## config.mk

```make
export PLATFORM = sky130hd
export DESIGN_NAME = ram_arbiter
export DESIGN_NICKNAME = d
export VERILOG_FILES = /design/src/rtl/ram_arbiter.sv
export SDC_FILE = /design/constraint.sdc
export NUM_CORES = 1
export LEC_CHECK = 0
export ABC_AREA = 1
export BUFFER_PORTS_ARGS = -buffer_cell sky130_fd_sc_hd__buf_4
export CELL_PAD_IN_SITES_DETAIL_PLACEMENT = 1
export CELL_PAD_IN_SITES_GLOBAL_PLACEMENT = 1
export CORE_MARGIN = 2
export CORE_UTILIZATION = 37
export DETAILED_ROUTE_END_ITERATION = 12
export PLACE_DENSITY = 0.81
export SLEW_MARGIN = 30
export SYNTH_ARGS = -nofsm -noshare
export SYNTH_HDL_FRONTEND = slang
export SYNTH_SLANG_ARGS = --single-unit
export TNS_END_PERCENT = 30
```

## constraint.sdc

```tcl
create_clock -name clock -period 4.5 [get_ports clock]
set_input_delay 0.9 -clock clock [delete_from_list [all_inputs] [get_ports clock]]
set_output_delay 0.9 -clock clock [all_outputs]
set_load 0.02 [all_outputs]
```

## src/rtl/ram_arbiter.sv

```systemverilog
// ram_arbiter: two-port arbiter in front of a single-port synchronous RAM.
// Grants at most one access per cycle, with streaks capped at MAX_HOLD under
// contention. Reads return two cycles after the grant, to the issuing port.
// Optional feature macro: RAM_ARB_ROUND_ROBIN_EN (IDLE ties go to the port
// not granted most recently); undefined means IDLE ties always go to port 0.
module ram_arbiter #(
   parameter int AW       = 12,
   parameter int DW       = 16,
   parameter int MAX_HOLD = 8
) (
   input  logic          clock,
   input  logic          n_reset,
   input  logic          req0,
   input  logic          req1,
   input  logic          we0,
   input  logic          we1,
   input  logic [AW-1:0] addr0,
   input  logic [AW-1:0] addr1,
   input  logic [DW-1:0] wdata0,
   input  logic [DW-1:0] wdata1,
   output logic          gnt0,
   output logic          gnt1,
   output logic          rvalid0,
   output logic          rvalid1,
   output logic [DW-1:0] rdata0,
   output logic [DW-1:0] rdata1,
   output logic [AW-1:0] m_addr,
   output logic [DW-1:0] m_data,
   output logic          m_wren,
   input  logic [DW-1:0] m_q
);

   localparam int STAGES = 2;
   localparam logic [7:0] HOLD_LIM = 8'(MAX_HOLD);

   typedef enum logic [1:0] {IDLE, OWN0, OWN1} state_t;

   typedef struct packed {
      logic          we;
      logic [AW-1:0] addr;
      logic [DW-1:0] wdata;
   } port_req_t;

   state_t          state, state_nx;
   logic [7:0]      hold, hold_nx, hold_inc;
   logic            grant, grant_port, tie_port, at_limit, rd_issue;
   port_req_t       preq0, preq1, sel;
   logic [STAGES:1] vld_pipe, port_pipe;
   logic [DW-1:0]   q_cap;

   assign preq0    = {we0, addr0, wdata0};
   assign preq1    = {we1, addr1, wdata1};
   assign sel      = grant_port ? preq1 : preq0;
   assign at_limit = (hold >= HOLD_LIM);
   // Saturate so a long sole-requester streak never wraps below the limit.
   assign hold_inc = (hold == 8'hFF) ? hold : hold + 8'd1;
   assign rd_issue = grant & ~sel.we;

`ifdef RAM_ARB_ROUND_ROBIN_EN
   logic last_port;

   // Remember the most recently granted port; reset value makes port 0 win first.
   always_ff @(posedge clock) begin
      if (!n_reset)   last_port <= 1'b1;
      else if (grant) last_port <= grant_port;
   end

   assign tie_port = ~last_port;
`else
   assign tie_port = 1'b0;
`endif

   // State and hold-counter register.
   always_ff @(posedge clock) begin
      if (!n_reset) begin
         state <= IDLE;
         hold  <= 8'd0;
      end else begin
         state <= state_nx;
         hold  <= hold_nx;
      end
   end

   // Grant selection and next state; an owner change restarts the streak at 1.
   always_comb begin
      grant      = 1'b0;
      grant_port = 1'b0;
      state_nx   = IDLE;
      hold_nx    = 8'd0;
      case (state)
         OWN0: begin
            if (req0 && !(req1 && at_limit)) begin grant = 1'b1; grant_port = 1'b0; end
            else if (req1)                   begin grant = 1'b1; grant_port = 1'b1; end
         end
         OWN1: begin
            if (req1 && !(req0 && at_limit)) begin grant = 1'b1; grant_port = 1'b1; end
            else if (req0)                   begin grant = 1'b1; grant_port = 1'b0; end
         end
         default: begin
            if (req0 && req1) begin grant = 1'b1; grant_port = tie_port; end
            else if (req0)    begin grant = 1'b1; grant_port = 1'b0; end
            else if (req1)    begin grant = 1'b1; grant_port = 1'b1; end
         end
      endcase
      if (grant) begin
         state_nx = grant_port ? OWN1 : OWN0;
         hold_nx  = (state_nx == state) ? hold_inc : 8'd1;
      end
   end

   // Grant pulses and the registered RAM request; address/data hold when idle.
   always_ff @(posedge clock) begin
      if (!n_reset) begin
         gnt0   <= 1'b0;
         gnt1   <= 1'b0;
         m_wren <= 1'b0;
         m_addr <= '0;
         m_data <= '0;
      end else begin
         gnt0   <= grant & ~grant_port;
         gnt1   <= grant &  grant_port;
         m_wren <= grant & sel.we;
         if (grant) begin
            m_addr <= sel.addr;
            m_data <= sel.wdata;
         end
      end
   end

   // Read return: capture m_q one edge after the grant, present it on the next.
   always_ff @(posedge clock) begin
      if (!n_reset) begin
         vld_pipe  <= '0;
         port_pipe <= '0;
         q_cap     <= '0;
         rvalid0   <= 1'b0;
         rvalid1   <= 1'b0;
         rdata0    <= '0;
         rdata1    <= '0;
      end else begin
         vld_pipe  <= {vld_pipe[STAGES-1:1], rd_issue};
         port_pipe <= {port_pipe[STAGES-1:1], grant_port};
         if (vld_pipe[1]) q_cap <= m_q;
         rvalid0 <= vld_pipe[STAGES] & ~port_pipe[STAGES];
         rvalid1 <= vld_pipe[STAGES] &  port_pipe[STAGES];
         if (vld_pipe[STAGES] && !port_pipe[STAGES]) rdata0 <= q_cap;
         if (vld_pipe[STAGES] &&  port_pipe[STAGES]) rdata1 <= q_cap;
      end
   end

endmodule

```

### After elaboration in Yosys (flattened, before gate mapping)

Index checks and enable logic that the tools add are counted.

| cells by class | value |
|---|---|
| add/sub/neg operators | 1 |
| multipliers | 0 |
| divide/modulo/power cells | 0 |
| $lt $le $gt $ge | 1 |
| equal/unequal tests | 5 |
| shifts and indexed selects | 0 |
| multiplexer cells | 16 |
| bitwise gates (word level) | 9 |
| reduce and logical (&&, ||, !) cells | 12 |

Operators by type and width:

| cell | count |
|---|---|
| 29-bit 2-to-1 mux | 1 |
| 1-bit 2-to-1 mux | 12 |
| 8-bit by 1-bit adder with 8-bit output, second input constant | 1 |
| 8-bit equality test, second input constant | 1 |
| 8-bit by 4-bit >= comparator with 1-bit output, second input constant | 1 |
| 1-bit logical AND | 7 |
| 1-bit AND | 6 |
| 1-bit case mux with 2 select lines | 2 |
| 1-bit zero test | 3 |
| 1-bit inverter | 3 |
| 3-bit AND reduction | 1 |
| 2-bit by 1-bit equality test with 1-bit output, second input constant | 1 |
| 2-bit equality test | 1 |
| 2-bit equality test, second input constant | 1 |
| 2-bit 2-to-1 mux | 1 |
| 2-bit inequality test, second input constant | 1 |
| 2-bit AND reduction | 1 |

| word-level totals | value |
|---|---|
| register bits | 95 |
| latch bits | 0 |
| memory bits (writable) | 0 |
| memory bits (read-only) | 0 |
| input port bits | 78 |
| output and inout port bits | 65 |
| word-level logic and storage cells | 59 |
| memories kept | 0 |

### Longest topological paths before layout

| logic depth | value |
|---|---|
| word-level depth | 9 |
| depth in mapped cells | 13 |
| mapped depth without buffers | 12 |

### Worst setup path before layout

OpenSTA, ideal clock, no wires.

| path | value |
|---|---|
| kind | input-to-reg |
| from | input port req0 |
| to | register m_addr[11] |
| setup time | 0.110 ns |
| arrival time | 1.639 ns |
| data required time | 4.390 ns |
| path slack | 2.751 ns |
| cell stages on the path | 10 |
| buffers on the path | 1 |
| cell sequence | nand4_1 -> nand2_1 -> nand2_1 -> nand2_4 -> nand2_2 -> buf_6 -> nand2_1 -> nand3_1 -> nand2_1 -> inv_1 |

| on the way | value |
|---|---|
| cells in the longest elaborated chain, start to end | 6 |
| elaborated cells on any way between the ends | 17 |
| classes of those cells | 12 x mux; 5 x reduce/logical |

Ends and longest elaborated chain:

| element | line | RTL |
|---|---|---|
| from (decl) | 13 | `input logic req0,` |
| 1-bit logical AND | 96 | `if (req1 && !(req0 && at_limit)) begin grant = 1'b1; grant_port = 1'b1; end` |
| 1-bit zero test | 96 |  |
| 1-bit logical AND | 96 |  |
| 1-bit 2-to-1 mux | 96 |  |
| 1-bit case mux with 2 select lines | 90 | `case (state)` |
| 29-bit 2-to-1 mux | 53 | `assign sel = grant_port ? preq1 : preq0;` |
| to (signal assigned) | 124 | `m_addr <= sel.addr;` |
| to (decl) | 27 | `output logic [AW-1:0] m_addr,` |

Parallel ways exist; a longest one is shown, timed or not.
A chain may end at the register's enable or synchronous reset.

### Final worst setup path

| path | value |
|---|---|
| from | register state[0] |
| to | register vld_pipe[1] in the netlist's numbering |

| on the way | value |
|---|---|
| cells in the longest elaborated chain, start to end | 5 |
| elaborated cells on any way between the ends | 7 |
| classes of those cells | 2 x eq/ne; 3 x mux; 2 x bitwise |

Ends and longest elaborated chain:

| element | line | RTL |
|---|---|---|
| from (decl) | 44 | `state_t state, state_nx;` |
| from (signal assigned) | 79 | `state <= state_nx;` |
| 2-bit equality test / 2-bit by 1-bit equality test with 1-bit output (equally long branches) | 90 |  |
| 1-bit case mux with 2 select lines | 90 |  |
| 29-bit 2-to-1 mux | 53 |  |
| 1-bit inverter | 57 | `assign rd_issue = grant & ~sel.we;` |
| 1-bit AND * | 57 |  |
| to (signal assigned) | 141 | `vld_pipe <= {vld_pipe[STAGES-1:1], rd_issue};` |
| to (decl) | 48 | `logic [STAGES:1] vld_pipe, port_pipe;` |

Mark *: on every way between the ends. The rest lies on a longest branch, timed or not.

==> metrics.md <==
| Metric | Value |
|---|---|
| Crit share post-route | `0.496` |
| #FFs+latches synth | `95` |
| Final setup fails | `0` |
| Fraction of layout instances using a drive strength above 1 | `0.255` |
| Hold_ws | `0.443 ns` |
| PD cells | `394 nW/um^2` |
| First-pass GRT wire length | `18400 microns` |
| Syn Std Cell Area | `3880 sq um` |
| P&R area growth vs syn | `33.4%` |
| Post-cts repair resize count | `0` |
| Total of max-cap violations | `0` |
| CTS Buf Count | `9` |
| # diodes | `0` |
| Crit-path leading delay family | `simple AND/OR/NAND/NOR gates` |
| Synth area leaders | `dfxtp_1, nor2_1, nand2_1` |
| Internal power | `1.35 mW` |
| Total track usage | `0.201` |
| Crit path kind | `flop to flop` |
| Initial antenna violation count | `0` |
| Initial Utilization | `0.378` |
| Final Hold Fails | `0` |
| Largest net degree at the start of global routing | `60` |
| Simple-gate area share of the yosys netlist | `0.303` |
| Crit path largest cell delay | `0.57 ns` |
| Vias/cell | `4.85` |
| Worst path buffer plus inverter count | `1` |
| Clock Latency Late Sink | `0.36 ns` |
| ANT nets after route | `0` |
| Post-synthesis sequential area ratio | `0.490` |
| FP Rows | `37` |
| Worst EP arrival | `2.53 ns` |
| Outcome | `complete, no violations` |
| Unique masters post-synth | `23` |
| Yosys Warn Count | `0` |
| H-Tree Depth | `3` |
| Total Neg Setup Slack | `0 ns` |
| Gr ovfl total | `0` |
| Yosys top cell area share | `0.490` |
| Die height | `106 microns` |
| Fin. max-slew vios | `0` |
| Post-detail-place hpwl | `8370 microns` |
| Crit path launch type | `flop` |
| Clock buffer depth | `2` |
| CTS sink cnt | `95` |
| Full die area | `11300 sq um` |
| Drt total wl | `11600 microns` |
| Mapped Nets | `616` |
| Core region area | `10300 sq um` |
| Net count, final | `744` |
| Routed via count | `3893` |
| Initial DRC Count | `136` |
| Synth Area in XOR/XNOR | `0.0135` |
| CP required | `4.80 ns` |
| Clk slew on worst S/H paths | `0.09 ns` |
| Root Buffer | `clkbuf_8` |
| Adder-cell area share of the yosys netlist | `0.0129` |
| Worst-Margin Slew | `0.921 ns` |
| Vias in the first global route | `3922` |
| Main combinational cell family by area after synthesis | `simple AND/OR/NAND/NOR gates` |
| Gate Count Post-Synth | `534` |
| Crit Path Max Fanout | `26` |
| Post-CTS Setup Bufs | `0` |
| Drt wl/cell | `14.4 microns` |
| RSZ-0062 raised after global routing | `false` |
| Syn avg cell area | `7.27 sq um` |
| Rel. slew slack | `0.386` |
| Largest area contributor in the netlist | `dfxtp_1` |
| Worst setup EP type | `flop` |
| CTS tree | `done` |
| DRT Pass-1 Iters | `4` |
| Post-layout util | `0.504` |
| Most frequent cell on the critical path | `nand2_1` |
| Gpl congestion | `0.806` |
| CP cell instances | `inv_1 -> ha_1 -> nand2_1 -> nand2_4 -> o21ai_0 -> nand2_1 -> nor2_1` |
| IO Port Bufs | `142` |
| Flop pwr share | `0.483` |
| Sw Pwr | `0.699 mW` |
| Period minus WS final | `2.23 ns` |
| Gate power share | `0.258` |
| Multiplexer area fraction after synthesis | `0` |
| Slowest-stage cell, CP | `nand2_1` |
| Hold Path Class | `flop to flop` |
| Sw Ratio | `0.342` |
| Worst Skew | `0.0101 ns` |
| Fillcell total | `1343` |
| Compound-Gate Fraction of Synth Area | `0.0950` |
| Clock power share | `0.259` |
| Max Fclk | `448 MHz` |
| Peak VDD IR | `0.143 mV` |
| P_leak | `2.57 nW` |
| I/O pins | `143` |
| # DRC | `0` |
| # hold bufs at CTS | `0` |
| Die Wd | `106 microns` |
layer usage:
metal,GRT usage,routed length [microns],up-vias
li1,-,-,1945
met3,0.0435,629,18
met5,0,0,-
met1,0.249,5040,1834
met4,0.0696,199,0
met2,0.345,5710,96
layout by cell type (no fill, tap or decap), drive strengths merged:
cell      instances
nand3            57
nand4            10
clkinvlp          3
a21oi            20
xnor2             2
ha                4
nand2            86
inv              53
clkinv            2
dfxtp            95
clkbuf           10
nor2            124
o21ai            53
buf             144
xor2              4
final timing paths:
path / startpoint / endpoint / slack (ns) / cells past startpoint
max: state[0] / vld_pipe[1] / 2.27 / 7
min: port_pipe[1] / port_pipe[2] / 0.44 / 2
max reg2reg: state[0] / vld_pipe[1] / 2.27 / 7
min reg2reg: port_pipe[1] / port_pipe[2] / 0.44 / 2
synth_stat cells:
cell / n
a21oi_1: 20
buf_1: 2
buf_2: 3
buf_4: 3
buf_6: 3
clkbuf_1: 16
clkinv_1: 2
dfxtp_1: 95
ha_1: 4
inv_1: 50
nand2_1: 82
nand2_2: 2
nand2_4: 2
nand3_1: 55
nand3_2: 2
nand4_1: 10
nor2_1: 122
nor2_2: 1
nor2_4: 1
o21ai_0: 52
o21ai_2: 1
xnor2_1: 2
xor2_1: 4
kinds of logic after synthesis:
family          count (synthesis)
compound gates                 73
xor+xnor                        6
fa+ha+maj                       4
buf+inv                        79
flops                          95
simple gates                  277
final cells by class:
| class | instances | area [sq um] | share of cell area |
|---|---|---|---|
| sequential | 95 | 1900 | 0.367 |
| timing repair buffer | 144 | 1080 | 0.209 |
| inverter | 52 | 195 | 0.0377 |
| clock inverter | 6 | 53.8 | 0.0104 |
| clock buffer | 10 | 128 | 0.0246 |
| tap | 136 | 170 | 0.0328 |
| multi-input combinational | 360 | 1650 | 0.319 |
power groups by stage:
stage / clock [mW] / sequential [mW] / combinational (mW)
final: 0.530 / 0.987 / 0.528
after detailed placement: 0 / 1.00 / 0.530
after global routing: 0.584 / 0.996 / 0.588
after floorplan: 0 / 1.06 / 0.271
after global placement: 0 / 1.00 / 0.510
after CTS: 0.545 / 0.987 / 0.534
metrics by stage:
stage / worst slack [ns] / std cells / instance area [sq um] / power (mW)
after floorplan: 2.75 / 534 / 3880 / 1.33
after global placement: 1.99 / 787 / 5000 / 1.51
after detailed placement: 1.88 / 787 / 5000 / 1.54
after CTS: 2.00 / 803 / 5180 / 2.07
after global routing: 2.03 / 803 / 5180 / 2.17
final: 2.27 / 803 / 5180 / 2.04
registers in the layout (all words and copies together), names as in the netlist:
| signal | flops |
|---|---|
| m_data | 16 |
| q_cap | 16 |
| rdata0 | 16 |
| rdata1 | 16 |
| m_addr | 12 |
| hold | 8 |
| port_pipe | 2 |
| state | 2 |
| vld_pipe | 2 |
| gnt0 | 1 |
| gnt1 | 1 |
| m_wren | 1 |
| rvalid0 | 1 |
| rvalid1 | 1 |
worst reg2reg max path, stage by stage (launching register included):
cell and delay (ns):
dfxtp_1 0.35, inv_1 0.09, ha_1 0.34, nand2_1 0.57, nand2_4 0.33, o21ai_0 0.32
nand2_1 0.08, nor2_1 0.10
(Power assumes the default switching activity.)
